### config.mk
export PLATFORM = sky130hd
export DESIGN_NAME = axis_xor_v2
export DESIGN_NICKNAME = d
export VERILOG_FILES = /design/src/rtl/axis_xor_pkg.sv /design/src/rtl/axis_skid_buf.sv /design/src/rtl/axis_xor_v2.sv
export SDC_FILE = /design/constraint.sdc
export NUM_CORES = 2
export LEC_CHECK = 0
export ABC_AREA = 1
export CAP_MARGIN = 20
export CORE_MARGIN = 2
export CORE_UTILIZATION = 62
export DETAILED_ROUTE_END_ITERATION = 8
export HOLD_SLACK_MARGIN = 0.05
export PLACE_DENSITY = 0.87
export SLEW_MARGIN = 20
export SYNTH_ARGS = -nofsm -noshare
export SYNTH_HDL_FRONTEND = slang
export SYNTH_HIERARCHICAL = 1
export SYNTH_SLANG_ARGS = --single-unit
### constraint.sdc
create_clock -name aclk -period 6.65 [get_ports aclk]
set_input_delay 0.9975 -clock aclk [delete_from_list [all_inputs] [get_ports aclk]]
set_output_delay 0.9975 -clock aclk [all_outputs]
set_load 0.01 [all_outputs]
### src/rtl/axis_xor_pkg.sv
// axis_xor_pkg: shared types and helpers for the AXI4-Stream XOR cipher.
// Mode encoding, per-lane keep mask and key-index width.
package axis_xor_pkg;

  typedef enum logic [1:0] {
    BYPASS  = 2'd0,
    STATIC  = 2'd1,
    ROLLING = 2'd2
  } xor_mode_e;

  // Index width for a key table of n entries; never narrower than 1 bit.
  function automatic int key_idx_w(input int n);
    return (n > 1) ? $clog2(n) : 1;
  endfunction

  // Expand one tkeep bit into the 8-bit mask of its byte lane.
  function automatic logic [7:0] keep_mask(input logic keep);
    return {8{keep}};
  endfunction

  // Map the raw mode field; the reserved code behaves as bypass.
  function automatic xor_mode_e decode_mode(input logic [1:0] m);
    xor_mode_e r;
    r = BYPASS;
    unique case (m)
      2'd1:    r = STATIC;
      2'd2:    r = ROLLING;
      default: r = BYPASS;
    endcase
    return r;
  endfunction

endpackage

### src/rtl/axis_skid_buf.sv
// axis_skid_buf: output register plus one skid register.
// s_ready_o is registered and means "skid register empty".
module axis_skid_buf #(
  parameter int WIDTH = 8
) (
  input  logic             clk_i,
  input  logic             rst_i,
  input  logic [WIDTH-1:0] s_data_i,
  input  logic             s_valid_i,
  output logic             s_ready_o,
  output logic [WIDTH-1:0] m_data_o,
  output logic             m_valid_o,
  input  logic             m_ready_i
);

  logic [WIDTH-1:0] out_q, out_d;
  logic [WIDTH-1:0] skid_q, skid_d;
  logic             out_vld_q, out_vld_d;
  logic             skid_vld_q, skid_vld_d;
  logic             rdy_q;
  logic             accept;
  logic             load;

  assign accept = s_valid_i & rdy_q;
  assign load   = ~out_vld_q | m_ready_i;

  // Next state: refill output from skid first, else from the input.
  always_comb begin
    out_d      = out_q;
    out_vld_d  = out_vld_q;
    skid_d     = skid_q;
    skid_vld_d = skid_vld_q;
    if (load) begin
      if (skid_vld_q) begin
        out_d      = skid_q;
        out_vld_d  = 1'b1;
        skid_vld_d = 1'b0;
      end else if (accept) begin
        out_d     = s_data_i;
        out_vld_d = 1'b1;
      end else begin
        out_vld_d = 1'b0;
      end
    end else if (accept) begin
      skid_d     = s_data_i;
      skid_vld_d = 1'b1;
    end
  end

  // Register both stages; ready tracks the next skid occupancy.
  always_ff @(posedge clk_i) begin
    if (rst_i) begin
      out_q      <= '0;
      out_vld_q  <= 1'b0;
      skid_q     <= '0;
      skid_vld_q <= 1'b0;
      rdy_q      <= 1'b0;
    end else begin
      out_q      <= out_d;
      out_vld_q  <= out_vld_d;
      skid_q     <= skid_d;
      skid_vld_q <= skid_vld_d;
      rdy_q      <= ~skid_vld_d;
    end
  end

  assign s_ready_o = rdy_q;
  assign m_data_o  = out_q;
  assign m_valid_o = out_vld_q;

endmodule

### src/rtl/axis_xor_v2.sv
// axis_xor_v2: AXI4-Stream XOR cipher with key table and stats.
// XOR happens before the skid buffer, so outputs are registered.
module axis_xor_v2
  import axis_xor_pkg::*;
#(
  parameter int WIDTH    = 128,
  parameter int NUM_KEYS = 4,
  parameter int CNT_W    = 32
) (
  input  logic                           aclk,
  input  logic                           areset,
  input  logic [WIDTH-1:0]               slave_tdata,
  input  logic [WIDTH/8-1:0]             slave_tkeep,
  input  logic                           slave_tvalid,
  output logic                           slave_tready,
  input  logic                           slave_tlast,
  output logic [WIDTH-1:0]               master_tdata,
  output logic [WIDTH/8-1:0]             master_tkeep,
  output logic                           master_tvalid,
  input  logic                           master_tready,
  output logic                           master_tlast,
  input  logic [1:0]                     cfg_mode,
  input  logic                           key_wr_en,
  input  logic [key_idx_w(NUM_KEYS)-1:0] key_wr_addr,
  input  logic [WIDTH-1:0]               key_wr_data,
  output logic [CNT_W-1:0]               stat_beats,
  output logic [CNT_W-1:0]               stat_pkts
);

  localparam int KW = WIDTH / 8;
  localparam int IW = key_idx_w(NUM_KEYS);
  localparam int BW = WIDTH + KW + 1;
  localparam logic [IW-1:0] IDX_LAST = IW'(NUM_KEYS - 1);

  logic [WIDTH-1:0] key_q [NUM_KEYS];
  logic [IW-1:0]    idx_q, idx_d;
  xor_mode_e        mode_q, mode_d, mode_cur;
  logic             in_pkt_q, in_pkt_d;
  logic [CNT_W-1:0] beats_q, beats_d;
  logic [CNT_W-1:0] pkts_q, pkts_d;
  logic             accept;
  logic [WIDTH-1:0] key_sel;
  logic [WIDTH-1:0] mask;
  logic [WIDTH-1:0] xdata;
  logic [BW-1:0]    s_bus, m_bus;

  assign accept = slave_tvalid & slave_tready;

  // First beat of a packet uses the live mode; later beats the latch.
  assign mode_cur = in_pkt_q ? mode_q : decode_mode(cfg_mode);

  // Key for the beat on the slave side, read before any write lands.
  always_comb begin
    key_sel = '0;
    unique case (1'b1)
      (mode_cur == STATIC):  key_sel = key_q[0];
      (mode_cur == ROLLING): key_sel = key_q[idx_q];
      default:               key_sel = '0;
    endcase
  end

  for (genvar b = 0; b < KW; b++) begin : g_mask
    assign mask[b*8 +: 8] = keep_mask(slave_tkeep[b]);
  end

  assign xdata = (slave_tdata ^ key_sel) & mask;
  assign s_bus = {slave_tlast, slave_tkeep, xdata};

  // Packet tracking: index, mode latch and counters advance per beat.
  always_comb begin
    idx_d    = idx_q;
    mode_d   = mode_q;
    in_pkt_d = in_pkt_q;
    beats_d  = beats_q;
    pkts_d   = pkts_q;
    if (accept) begin
      mode_d   = mode_cur;
      in_pkt_d = ~slave_tlast;
      beats_d  = beats_q + 1'b1;
      if (slave_tlast) begin
        pkts_d = pkts_q + 1'b1;
      end
      if (slave_tlast || idx_q == IDX_LAST) begin
        idx_d = '0;
      end else begin
        idx_d = idx_q + 1'b1;
      end
    end
  end

  // Packet-tracking state registers.
  always_ff @(posedge aclk) begin
    if (areset) begin
      idx_q    <= '0;
      mode_q   <= BYPASS;
      in_pkt_q <= 1'b0;
      beats_q  <= '0;
      pkts_q   <= '0;
    end else begin
      idx_q    <= idx_d;
      mode_q   <= mode_d;
      in_pkt_q <= in_pkt_d;
      beats_q  <= beats_d;
      pkts_q   <= pkts_d;
    end
  end

  // Key table; writes land at the edge, after this cycle's read.
  always_ff @(posedge aclk) begin
    if (areset) begin
      for (int k = 0; k < NUM_KEYS; k++) begin
        key_q[k] <= '0;
      end
    end else if (key_wr_en) begin
      for (int k = 0; k < NUM_KEYS; k++) begin
        if (key_wr_addr == IW'(k)) begin
          key_q[k] <= key_wr_data;
        end
      end
    end
  end

  axis_skid_buf #(
    .WIDTH(BW)
  ) u_skid (
    .clk_i     (aclk),
    .rst_i     (areset),
    .s_data_i  (s_bus),
    .s_valid_i (slave_tvalid),
    .s_ready_o (slave_tready),
    .m_data_o  (m_bus),
    .m_valid_o (master_tvalid),
    .m_ready_i (master_tready)
  );

  assign {master_tlast, master_tkeep, master_tdata} = m_bus;

  assign stat_beats = beats_q;
  assign stat_pkts  = pkts_q;

endmodule

==> Yosys cells after proc, flatten, opt, wreduce, memory -nomap -nowiden <==
Memories as Yosys holds them, arrays and structs flattened. A register that Yosys moved wholly into a read port is not among the register bits.
Cells that the tools add are included.
{ "totals": {"register_bits": 362, "mem_bits_rw": 512, "in_bits": 282, "output_inout_bits": 211, "mem_count": 1} }
{ "op_classes": {"n_addsub": 3, "eq_ne": 8, "mux": 34, "n_bitwise": 12, "reduce_logical": 6} }
{ "mem_list": {"columns": ["memory", "depth", "word_bits", "read_ports", "rd_clocked_by_memory_dff", "wr", "line", "source"], "rows": [
  ["key_q", 4, 128, 2, 1, 4, "axis_xor_v2.sv:35", "logic [WIDTH-1:0] key_q [NUM_KEYS];"]
]} }
{ "ops": {"columns": ["op", "n"], "rows": [
  ["two-way mux 128 bit", 4],
  ["two-way mux 145 bit", 2],
  ["one-hot mux 128 bit (2 select lines)", 1],
  ["AND 128 bit", 1],
  ["bitwise XOR 128 bit", 1],
  ["adder 32 x 1 -> 32 bit (second input constant)", 2],
  ["two-way mux 1 bit", 22],
  ["equality test 2 bit (second input constant)", 5],
  ["two-way mux 2 bit", 4],
  ["equality test 2 x 1 -> 1 bit (second input constant)", 3],
  ["AND reduction 2 bit", 3],
  ["OR 1 bit", 5],
  ["inverter 1 bit", 4],
  ["one-hot mux 2 bit (2 select lines)", 1],
  ["adder 2 x 1 -> 2 bit (second input constant)", 1],
  ["zero test 2 bit", 1],
  ["nonzero test 2 bit", 1],
  ["AND 1 bit", 1],
  ["logical OR 1 bit", 1]
]} }

==> Depth between registers and ports, before layout <==
{ "logic_depth": {"depth_word": 9, "mapped_depth": 17, "mapped_depth_nobuf": 15} }

==> Cells and area by module <==
Netlist, hierarchy kept.
{ "modules_own_cells": {"columns": ["mod", "instances", "cells_per_inst", "area_per_inst_um2"], "rows": [
  ["axis_xor_v2", 1, 4258, 31995.7],
  ["axis_skid_buf", 1, 2174, 13281.5]
]} }

==> Least setup slack after synthesis <==
Ideal clock, no wire load.
{ "synth_timing": {"kind": "input-to-reg", "from": "input port areset", "to": "memory key_q[0][0] (enable)", "setup_time_ns": 1.122, "t_arrival_ns": 3.521, "required_time_ns": 5.528, "setup_slack_ns": 2.007, "stages": 4, "n_path_buf": 2, "path_cell_list": "inv_1 > buf_2 > buf_2 > nand2_1"} }
{ "synth_rtl": {"columns": ["element", "line", "source"], "rows": [
  ["from (decl)", "axis_xor_v2.sv:11", "input logic areset,"],
  ["to (decl)", "axis_xor_v2.sv:35", null]
]} }

==> Worst setup path in the final report <==
{ "layout_timing": {"from": "input port cfg_mode[0]", "to": "register u_skid.out_q[77], in the netlist u_skid/m_data_o[77]"} }
{ "layout_between": {"elab_chain_cells": 9, "word_cells_on_any_way": 11} }
{ "layout_rtl": {"columns": ["element", "line", "source"], "rows": [
  ["from (decl)", "axis_xor_v2.sv:22", "input logic [1:0] cfg_mode,"],
  ["equality test 2 bit or equality test 2 x 1 -> 1 bit (tied branches)", "axis_xor_pkg.sv:25", "unique case (m)"],
  ["one-hot mux 2 bit (2 select lines) (*)", "axis_xor_pkg.sv:25", null],
  ["two-way mux 2 bit (*)", "axis_xor_v2.sv:50", "assign mode_cur = in_pkt_q ? mode_q : decode_mode(cfg_mode);"],
  ["net mode_cur[0]", "axis_xor_v2.sv:37", "xor_mode_e mode_q, mode_d, mode_cur;"],
  ["equality test 2 bit or equality test 2 x 1 -> 1 bit (tied branches)", "axis_xor_v2.sv:57, axis_xor_v2.sv:56", null],
  ["one-hot mux 128 bit (2 select lines) (*)", "axis_xor_v2.sv:55", "unique case (1'b1)"],
  ["bitwise XOR 128 bit (*)", "axis_xor_v2.sv:66", "assign xdata = (slave_tdata ^ key_sel) & mask;"],
  ["AND 128 bit (*)", "axis_xor_v2.sv:66", null],
  ["net xdata[77]", "axis_xor_v2.sv:44", "logic [WIDTH-1:0] xdata;"],
  ["two-way mux 145 bit (*)", "axis_skid_buf.sv:38", "end else if (accept) begin"],
  ["two-way mux 145 bit (*)", "axis_skid_buf.sv:34", "if (skid_vld_q) begin"],
  ["to (signal assigned)", "axis_skid_buf.sv:59", "out_q <= out_d;"],
  ["to (decl)", "axis_skid_buf.sv:16", "logic [WIDTH-1:0] out_q, out_d;"]
]} }
The timed path passes the listed nets; every way through them passes the cells marked *. The select of a mux whose other input is x is not followed.
A chain may end at the register's enable or synchronous reset.

==> results.md <==
Pwr:
- The worst supply voltage drop on vdd is 0.1877 mV.
- The leakage power is 24.89 nW.
- The power density normalized to cell area is 245.7 nW/um^2.

Detailed routing:
- Dividing the detail-routed via count by the number of cells gives 5.313.
- The routed layout has 41307 vias.
- The average wire per standard cell is 16.50 um.
- After detailed routing, the number of remaining DRC violations is 0.
- For this block, the initial DRC count from the detailed router was 4306.
- The routed wire length is 128300 um.
- The number of routed nets with antenna violations is 0.
- The first TritonRoute pass finished after 7 iterations.

Clock network:
- After clock tree synthesis, the clock-pin slew on the worst setup and hold paths is 0.06 ns.
- The maximum count of clock buffers along a single path is 3.
- The H-tree was split into 3 levels.
- The total of hold buffers inserted after clock tree synthesis is 0.
- The post-CTS setup repair buffer count is 0.
- The total of cells resized after clock tree synthesis is 0.
- The root buffer cell is clkbuf_16.
- TritonCTS built the clock tree.
- At the later pin of the worst-skew pair, clock insertion delay measures 0.65 ns.
- The number of buffers created by CTS is 93.
- The clock net in this run drives a total of 876 sinks.

Global routing:
- The number of global-route vias before repair is 38957.
- The number of antenna violations at the first check in global routing was 45.
- For this run, global-route usage on met1 was measured as 40.47%.
- The global routing usage summed across all routing layers is 33.29%.
- In this run the most used layer during global routing was met2.
- The maximum number of pins on one net before global-route repair is 151.
- The first-pass GRT wire length is 199300 um.
- The final global-route overflow total is 0.
- The global-route met3 utilization is 6.945%.
- The fraction of met2 tracks used by global routing is 56.39%.

Worst setup path:
- In this run the register-to-register setup slack is 3.20 ns.
- The origin of the worst setup path is cfg_mode[0].
- The worst setup path is captured at a flop.
- The critical path ends at u_skid/m_data_o[77].
- The reg-to-reg critical path endpoint is u_skid/m_data_o[46].
- The cell occurring most often along the worst timing path is nor2_1.
- Data arrives at the worst endpoint at 4.35 ns.
- The worst register-to-register path has a depth of 15.
- The largest individual stage delay along the critical path comes from the cell inv_8.
- The signal on the critical path passes through clkdlybuf4s50_1 -> nand2_1 -> o22ai_1 -> inv_1 -> ha_4 -> inv_8 -> buf_4 -> a21oi_1 -> nor2_1 -> inv_1 -> o21ai_0 -> nor2_1 -> nor2_1.
- Along the worst path, the maximum fanout reaches 150.
- The required time at the worst-slack endpoint is 7.22 ns.
- For this run, the slowest stage of the critical path takes 0.61 ns.
- The launching element type of the critical path is a primary input.
- The kind of critical path is in -> reg.

Synthesis:
- The leading register cell type out of synthesis is edfxtp_1.
- The average cell area after synthesis is 7.039 sq um.
- The mapped netlist covers 45280 sq um.
- Counting flops with a built-in enable in the synthesized netlist gives 512.
- Synthesis produced 6432 cells.
- By area the synthesized netlist is led by edfxtp_1, nand2_1, dfxtp_1.
- Sorting the synthesized cells by how often they occur yields nand2_1, nor2_1, inv_1.
- Synthesis instantiated 37 different standard cells from the library.
- The share of flip-flops with an asynchronous set or reset is 0%.
- After synthesis, flip-flops and latches occupy 50.05% of the total area.
- The area fraction of the dominant cell type after synthesis is 33.96%.
- The post-synthesis register bit count is 876.
- The Yosys step of the flow raised 6 warnings.
- When the netlist entered floorplanning its net count stood at 6719.
- edfxtp_1 takes more of the synthesized area than any other cell.
- Yosys instantiated no cell more often than nand2_1.

STA:
- The final worst-path cycle share is 56.92%.
- Setup violations remaining at the end of the flow were counted as 0.
- The minimum period implied by the final worst setup slack is 3.785 ns.
- Setup repair after global routing left no endpoint under its margin.
- Static timing analysis puts the maximum clock frequency at 0.2642 GHz.
- The number of max-slew violations in the final report is 0.
- The final count of hold timing violations is 0.
- Adding up every negative setup slack in the final design gives 0 ns.
- The worst-margin pin slew is 1.127 ns.
- The worst hold margin is 0.4707 ns.
- The setup slack of the critical path after layout is 2.865 ns.
- The worst pin sits at a relative slew slack of 24.90%.
- The largest clock skew in the final design is 0.02150 ns.

Floorplanning:
- The region available for standard cell placement spans 72590 sq um.
- Row generation in the floorplan step produced 99 rows.
- The effective utilization at floorplan is 62.38%.
- The die is 274.2 um tall.
- For this design the top-level I/O count stands at 493.
- From left edge to right edge, the die measures 274.2 um.
- The die outline area is 75200 sq um.

Worst hold path:
- The class of the most critical hold timing path is reg -> reg.

Placed design:
- The wire-length estimate of the detail-placed layout is 75480 um.
- Routability-driven placement finished with a final weighted congestion of 0.9042.
- Once placement finished, the instance area stood at 50160 sq um.
- During placement, the flow inserted port buffers numbering 492.
- The pre-CTS setup slack is 2.313 ns.

Layout:
- Summing all non-filler instances in the final layout gives an area of 53290 sq um.
- The post-layout net count is 6995.
- The filler cell count is 5428.
- Cells with a size suffix above 1 make up 3.198% of the layout.
- The share of the core filled with cells in the final layout is 73.41%.
- The area growth from synthesis to layout is 17.69%.

Status:
- The flow ran to the end, and the final reports show no timing, DRC or antenna violations.

Run:
- The count of max-cap constraint violations is 0.
-- stage by stage --
stage                     std cells  total power (W)
final                          7775          0.01309
after global routing           7771          0.01355
after CTS                      7742          0.01309
after detailed placement       7570         0.007988
after global placement         7570         0.007924
after floorplan                6432         0.007351
-- worst min path at each step --
stage,startpoint,endpoint,slack (ns),cells after the start
floorplan,u_skid/skid_q[0],u_skid/skid_q[0],0.45,2
global placement,stat_beats[6],stat_beats[6],0.46,2
detailed placement,stat_beats[6],stat_beats[6],0.46,2
CTS,stat_beats[6],stat_beats[6],0.47,2
global route,stat_beats[6],stat_beats[6],0.48,2
finish,stat_beats[6],stat_beats[6],0.47,2
-- cell type report --
type	count	area (sq um)	share of cell area [%]
Multi-Input combinational cell	4183	17060	32.02
Inverter	1022	3861	7.246
Clock buffer	124	2584	4.849
Tap cell	959	1200	2.252
Clock inverter	48	420.4	0.7889
Antenna cell	31	77.57	0.1456
Timing Repair Buffer	532	5408	10.15
Sequential cell	876	22670	42.55
-- sequential cells by signal, summed over array words and instances (netlist names), named ones only --
| signal | cells |
|---|---|
| u_skid/s_ready_o | 1 |
| u_skid/m_data_o | 145 |
| in_pkt_q | 1 |
| idx_q | 2 |
| key_q | 512 |
| stat_pkts | 32 |
| stat_beats | 32 |
| u_skid/skid_q | 145 |
| mode_q | 2 |
| u_skid/skid_vld_q | 1 |
| u_skid/m_valid_o | 1 |
-- layout by cell type (no fill, tap or decap), drive strengths merged, types with 3 or more instances in the layout --
master and instances:
nand2 2021, nor2 1343, inv 1025, edfxtp 512, clkdlybuf4s50 492, nand3 438, dfxtp 364, o21ai 164
a21oi 163, clkbuf 124, buf 40, clkinv 32, diode 31, nand4 16, nor3 8, bufinv 7
xor2 6, clkinvlp 6, ha 5, a211oi 3, o21bai 3, a31oi 3
-- cell families after synthesis --
group                    share of synthesized area [%]
AO/OA/AOI/OAI                                    3.802
XOR/XNOR                                        0.1354
adder cells (fa/ha/maj)                         0.1382
buffers and inverters                            12.42
flip-flops                                       50.05
AND/OR/NAND/NOR                                  33.46
-- routing by layer --
layer / wire, um / vias to the layer above / share of wire [%]
met3: 12960 / 352 / 10
met2: 61360 / 2082 / 48
met5: 212 / - / 0.17
li1: - / 20019 / -
met1: 48110 / 18824 / 37
met4: 5655 / 30 / 4.4
-- critical path: cells and delay by family --
family | cells | cell delay (ns)
AOI/OAI and AO/OA | 3 | 0.67
buffers and inverters | 5 | 1.89
adders and majority gates | 1 | 0.29
and+or+nand+nor | 4 | 0.42
-- power by group --
part / switching (W) / total [W] / internal, W
registers: 0.000136 / 0.00620 / 0.00607
logic: 0.00110 / 0.00172 / 0.000624
clock network: 0.00217 / 0.00517 / 0.00300
Note: power is estimated with default switching activity, not from simulation.
